### config.mk
export PLATFORM = sky130hd
export DESIGN_NAME = mem_access_unit
export DESIGN_NICKNAME = d
export VERILOG_FILES = /design/src/rtl/mau_pkg.sv /design/src/rtl/mem_access_unit_load_align.sv /design/src/rtl/mem_access_unit.sv
export SDC_FILE = /design/constraint.sdc
export NUM_CORES = 1
export LEC_CHECK = 0
export BUFFER_PORTS_ARGS = -buffer_cell sky130_fd_sc_hd__buf_2
export CAP_MARGIN = 20
export CORE_MARGIN = 1.5
export CORE_UTILIZATION = 44
export CTS_CLUSTER_SIZE = 8
export DETAILED_ROUTE_END_ITERATION = 6
export PLACE_DENSITY = 0.74
export SLEW_MARGIN = 20
export SYNTH_ARGS = -nofsm -noshare
export SYNTH_HDL_FRONTEND = slang
export SYNTH_SLANG_ARGS = --single-unit
### constraint.sdc
create_clock -name clk -period 2 [get_ports clk]
set_clock_uncertainty 0.2 [all_clocks]
set_input_delay 0.4 -clock clk [delete_from_list [all_inputs] [get_ports clk]]
set_output_delay 0.4 -clock clk [all_outputs]
set_load 0.1 [all_outputs]
### src/rtl/mau_pkg.sv
// mau_pkg: shared encodings, FSM state type and lane helpers for mem_access_unit.
// The optional misaligned-access trap is enabled with the MISALIGN_TRAP_EN macro
// (see mem_access_unit.sv); nothing in this package depends on it.
package mau_pkg;

   localparam logic [1:0] SZ_BYTE = 2'b00;
   localparam logic [1:0] SZ_HALF = 2'b01;
   localparam logic [1:0] SZ_WORD = 2'b10;   // 2'b11 is also treated as a word

   typedef enum logic {
      IDLE   = 1'b0,
      RMW_WR = 1'b1
   } mau_state_t;

   // Replace the addressed byte/half lane of 'word' with the low bits of 'data'.
   // Word sizes (including 2'b11) replace the whole word.
   function automatic logic [31:0] merge_lanes(
      input logic [31:0] word,
      input logic [31:0] data,
      input logic [1:0]  size,
      input logic [1:0]  lane
   );
      logic [31:0] res;
      res = word;
      case (size)
         SZ_BYTE: res[{lane, 3'b000} +: 8]        = data[7:0];
         SZ_HALF: res[{lane[1], 4'b0000} +: 16]   = data[15:0];
         default: res                              = data;
      endcase
      return res;
   endfunction

   // True when the size/low-address combination is not naturally aligned.
   function automatic logic is_misaligned(
      input logic [1:0] size,
      input logic [1:0] adr_lo
   );
      logic bad;
      bad = 1'b0;
      if (size == SZ_HALF)
         bad = adr_lo[0];
      else if (size[1])
         bad = (adr_lo != 2'b00);
      return bad;
   endfunction

endpackage

### src/rtl/mem_access_unit_load_align.sv
// mau_load_align: combinational load lane select with sign/zero extension.
// Word sizes pass the memory word through unchanged.
module mau_load_align
   import mau_pkg::*;
(
   input  logic [31:0] word,
   input  logic [1:0]  size,
   input  logic [1:0]  lane,
   input  logic        sext,
   output logic [31:0] data
);

   logic [7:0]  byte_lane [4];
   logic [7:0]  byte_sel;
   logic [15:0] half_sel;

   // Split the word into its four little-endian byte lanes.
   genvar gi;
   generate
      for (gi = 0; gi < 4; gi++) begin : g_lane
         assign byte_lane[gi] = word[8*gi +: 8];
      end
   endgenerate

   assign byte_sel = byte_lane[lane];
   assign half_sel = lane[1] ? word[31:16] : word[15:0];

   // Extend the selected lane to 32 bits according to sext.
   always_comb begin
      data = word;
      case (size)
         SZ_BYTE: data = {{24{sext & byte_sel[7]}}, byte_sel};
         SZ_HALF: data = {{16{sext & half_sel[15]}}, half_sel};
         default: data = word;
      endcase
   end

endmodule

### src/rtl/mem_access_unit.sv
// mem_access_unit: converts CPU byte/half/word loads and stores into aligned
// word accesses on a data memory without byte enables. Sub-word stores run as
// a read-modify-write: one stalled read cycle, then a write cycle from wbuf.
// Optional feature: define MISALIGN_TRAP_EN to flag misaligned accesses on
// 'misalign' and suppress them; otherwise offending low address bits are ignored.
module mem_access_unit
   import mau_pkg::*;
#(
   parameter int AW = 32,
   parameter int DW = 32
)(
   input  logic          clk,
   input  logic          rst_n,
   input  logic [AW-1:0] adr,
   input  logic [DW-1:0] d_in,
   input  logic          mrd,
   input  logic          mwr,
   input  logic [1:0]    size,
   input  logic          sext,
   output logic [DW-1:0] d_out,
   output logic          stall,
   output logic          misalign,
   output logic [AW-1:0] mem_adr,
   output logic [DW-1:0] mem_d_in,
   output logic          mem_mrd,
   output logic          mem_mwr,
   input  logic [DW-1:0] mem_d_out
);

   mau_state_t    state_reg, state_next;
   logic [DW-1:0] wbuf_reg,  wbuf_next;
   logic [AW-1:0] adr_reg,   adr_next;    // word address of the store in flight

   logic [AW-1:0] word_adr;
   logic [1:0]    lane;
   logic          misalign_det;
   logic          misalign_c;
   logic          load_en;
   logic          stall_c;
   logic          mem_mrd_c;
   logic          mem_mwr_c;
   logic [DW-1:0] load_data;

   assign word_adr = {adr[AW-1:2], 2'b00};

`ifdef MISALIGN_TRAP_EN
   assign misalign_det = is_misaligned(size, adr[1:0]);
   assign lane         = adr[1:0];
`else
   assign misalign_det = 1'b0;
   // Ignore low bits that an aligned access of this size cannot use.
   assign lane = (size == SZ_BYTE) ? adr[1:0] :
                 (size == SZ_HALF) ? {adr[1], 1'b0} : 2'b00;
`endif

   mau_load_align u_load_align (
      .word (mem_d_out),
      .size (size),
      .lane (lane),
      .sext (sext),
      .data (load_data)
   );

   // State, write buffer and held store address; reset aborts any pending write.
   always_ff @(posedge clk or negedge rst_n) begin
      if (!rst_n) begin
         state_reg <= IDLE;
         wbuf_reg  <= '0;
         adr_reg   <= '0;
      end else begin
         state_reg <= state_next;
         wbuf_reg  <= wbuf_next;
         adr_reg   <= adr_next;
      end
   end

   // Next-state logic and memory strobe muxing; stores take priority over loads.
   always_comb begin
      state_next = state_reg;
      wbuf_next  = wbuf_reg;
      adr_next   = adr_reg;
      stall_c    = 1'b0;
      mem_mrd_c  = 1'b0;
      mem_mwr_c  = 1'b0;
      misalign_c = 1'b0;
      load_en    = 1'b0;
      mem_adr    = word_adr;
      mem_d_in   = d_in;
      case (state_reg)
         IDLE: begin
            if (mwr) begin
               if (misalign_det) begin
                  misalign_c = 1'b1;
               end else if (size[1]) begin
                  mem_mwr_c = 1'b1;
               end else begin
                  // Read phase of the read-modify-write: merge into wbuf now.
                  stall_c    = 1'b1;
                  mem_mrd_c  = 1'b1;
                  wbuf_next  = merge_lanes(mem_d_out, d_in, size, lane);
                  adr_next   = word_adr;
                  state_next = RMW_WR;
               end
            end else if (mrd) begin
               if (misalign_det) begin
                  misalign_c = 1'b1;
               end else begin
                  mem_mrd_c = 1'b1;
                  load_en   = 1'b1;
               end
            end
         end
         RMW_WR: begin
            // Write phase; the CPU still presents the same store, so inputs are ignored.
            mem_mwr_c  = 1'b1;
            mem_d_in   = wbuf_reg;
            mem_adr    = adr_reg;
            state_next = IDLE;
         end
         default: state_next = IDLE;
      endcase
   end

   // All control outputs are forced low while reset is held.
   assign stall    = stall_c    & rst_n;
   assign mem_mrd  = mem_mrd_c  & rst_n;
   assign mem_mwr  = mem_mwr_c  & rst_n;
   assign misalign = misalign_c & rst_n;
   assign d_out    = (load_en & rst_n) ? load_data : '0;

endmodule
==> impl_metrics.py <==
metrics = {
    "sta": {
        "finalCritPeriodShare": 1.36,
        "finalSetupViolations": 134,
        "fin_setup_tns_ns": -53.70,
        "drv_slew": 0,
        "period_minus_slack_ns": 2.72,
        "worst_pin_slew_ns": 0.723,
        "rsz0062_at_grt": "yes",
        "slew_headroom": 0.518,
        "setup_slack_ns": -0.718,
        "timing.fmax_mhz": 368,
        "finalHoldViolations": 0,
    },
    "worst_setup_path": {
        "end_kind": "output pin",
        "timing_worst_setup_path_type": "flip-flop to output pin",
        "required_ns": 1.40,
        "start_kind": "flip-flop",
        "worstPathMaxFanout": 5,
        "crit_arrival_ns": 2.12,
    },
    "layout": {
        "area_delta_synth_final_pct": 94.6,
        "largest_reg_flops": 32,
        "fin_area_sq_um": 9390,
        "multi_input_area_sq_um": 3850,
        "ff_latch_area_sq_um": 1580,
        "n_fill_cell": 486,
        "final_nets": 925,
        "drive_gt1_frac": 0.598,
    },
    "route": {
        "viasPerCell": 6.27,
        "finalWirelength_mm": 24.7,
        "wire_per_inst_um": 25.5,
        "drc": 0,
        "drtIter0Drc": 565,
        "dr.pass1.iters": 5,
        "drtAntennaViolNets": 0,
        "vias": 6067,
    },
    "logic_synthesis": {
        "ys.flop_type": "dfrtp_1",
        "yosysSeqAreaShare": 0.327,
        "synth_edf_count": 0,
        "syn_inst": 552,
        "synth_area_leaders": "dfrtp_1 33%, mux2_2 17%, nand2_1 11%, mux2i_1 5.0%, a21o_1 3.7%",
        "synth_top_cell_area_share": 0.327,
        "avgSynthCellArea_sq_um": 8.74,
        "syn-cell-area_sq_um": 4820,
        "yosysUniqueCellTypes": 47,
        "ys_seq_elements": 63,
        "synth_most_common_cell": "nand2_1",
        "yosys.area.top_type": "dfrtp_1",
        "ys_async_sr_fraction": 1.00,
        "ys_top_cells_by_count": "138 x nand2_1, 72 x mux2_2, 63 x dfrtp_1",
        "yosysWarnings": 0,
    },
    "clock_tree": {
        "clock_sink_count": 63,
        "clockBufferDepth": 2,
        "path_clk_slew_ns": 0.09,
        "cts_tree": "yes",
        "numCtsBuffers": 9,
        "cts_max_level": 3,
        "cts_root_buffer": "clkbuf_8",
        "clk_latency_ns": 0.37,
    },
    "place": {
        "post-place-ws_ns": -0.750,
        "globalplace.congestion": 0.960,
        "placed_cell_area_sq_um": 8510,
        "io_buffers": 199,
        "dp_hpwl_mm": 15.1,
    },
    "floorplan": {
        "die_h_um": 108,
        "die_area_sq_um": 11600,
        "fp-row-count": 38,
        "die_width_um": 108,
        "initial_core_util": 0.449,
        "io_pins": 203,
        "core_sq_um": 10700,
    },
    "flow_run": {
        "drv_cap": 0,
    },
    "status": {
        "violations": "negative setup slack",
        "status": "finished with violations",
    },
    "power_and_ir_drop": {
        "peakVddDrop_v": 0.000702,
        "leakage_nw": 4.35,
        "power_density_nw_per_um2": 647,
    },
    "global_routing": {
        "grt_max_degree": 54,
        "grt_pass1_vias": 5782,
        "grt_pass1_wl_mm": 32.2,
        "antenna_found_initial": 2,
        "grt_usage": 0.367,
        "overflow": 0,
    },
    "min_path": {
        "min_path_type": "primary input to async pin",
    },
}
[worst max-delay path: stages (launching register included)]
cell       delay (ns)
dfrtp_4          0.53
and4bb_4         0.38
o2111ai_2        0.14
o22ai_4          0.22
buf_6            0.18
a21o_4           0.11
buf_12           0.17
[cells by family after synthesis]
kind of cell             after synthesis  synth area share
adder cells (fa/ha/maj)                3           0.00778
buffers and inverters                 62            0.0576
multiplexers                          97             0.223
AND/OR/NAND/NOR                      199             0.184
flip-flops                            63             0.327
other                                  1          0.000777
AO/OA/AOI/OAI                        127             0.201
[where the power goes]
| group | internal [W] | total, W | switching, W | leakage [nW] |
|---|---|---|---|---|
| Clock | 0.000572 | 0.00117 | 0.000595 | 0.0960 |
| Sequential | 0.00147 | 0.00160 | 0.000135 | 0.786 |
| Combinational | 0.00123 | 0.00330 | 0.00207 | 3.46 |
[metal layers]
layer  GRT usage  vias up  part of all wire
li1            -     2528                 -
met1       0.453     2932              0.35
met2       0.629      479              0.49
met3      0.0787      128             0.096
met4       0.136        0             0.061
met5           0        -                 0
[cells in the final DEF (no fill, tap or decap), types with 3 or more instances in the layout]
cell type,count
o22ai_1,5
nor2_1,14
o21ai_0,6
nor2_4,3
a221oi_4,12
nor3_4,8
buf_12,109
nor2b_4,3
a21o_1,8
o31ai_1,7
and2_4,5
mux2_2,56
clkinv_2,3
o211ai_1,9
a21oi_4,6
conb_1,3
a21oi_1,16
mux2i_1,23
mux2_4,16
a221oi_2,8
nand2b_1,3
dfrtp_1,62
nand2_1,135
buf_4,74
a32oi_1,6
a2111oi_2,7
and2_1,3
buf_2,99
clkbuf_8,9
a21o_4,16
nand3_1,7
diode_2,3
inv_1,12
buf_6,13
[final timing paths]
check | from | to | slack (ns) | cells after the start
worst min-delay path | rst_n | wbuf_reg[1] | 0.01 | 3
min in group clk | adr[20] | adr_reg[20] | 0.05 | 3
worst max register to register | state_reg | wbuf_reg[22] | -0.06 | 7
max in group asynchronous | rst_n | state_reg | 0.84 | 3
worst max-delay path | state_reg | d_out[22] | -0.72 | 6
worst min register to register | adr_reg[19] | adr_reg[19] | 0.28 | 2
[cell type report]
cell class	count	area share
inverter	14	0.00693
clock buffer	10	0.0136
sequential	63	0.168
tap	140	0.0187
multi-input combinational	430	0.410
timing repair buffer	301	0.375
antenna	3	0.000800
clock inverter	6	0.00653
[per-stage QoR]
stage | utilization | std cells | power (W) | hold slack (ns)
after floorplan | - | 554 | 0.00348 | -0.0956
after global placement | 0.792 | 931 | 0.00456 | 0.253
after detailed placement | 0.792 | 931 | 0.00463 | 0.263
after CTS | 0.845 | 957 | 0.00584 | 0.0169
after global routing | 0.873 | 966 | 0.00621 | 0.0197
final | 0.874 | 967 | 0.00607 | 0.0137
[repair_timing]
item / in CTS / in global routing
endpoints found under the setup margin: 159 / 157
gates resized for setup: 60 / 44
hold buffers: 0 / 0
pin swaps: 21 / 31
buffers inserted: 9 / 6
cloned: 4 / 1
No activity file was read; power rests on OpenSTA's default activity.
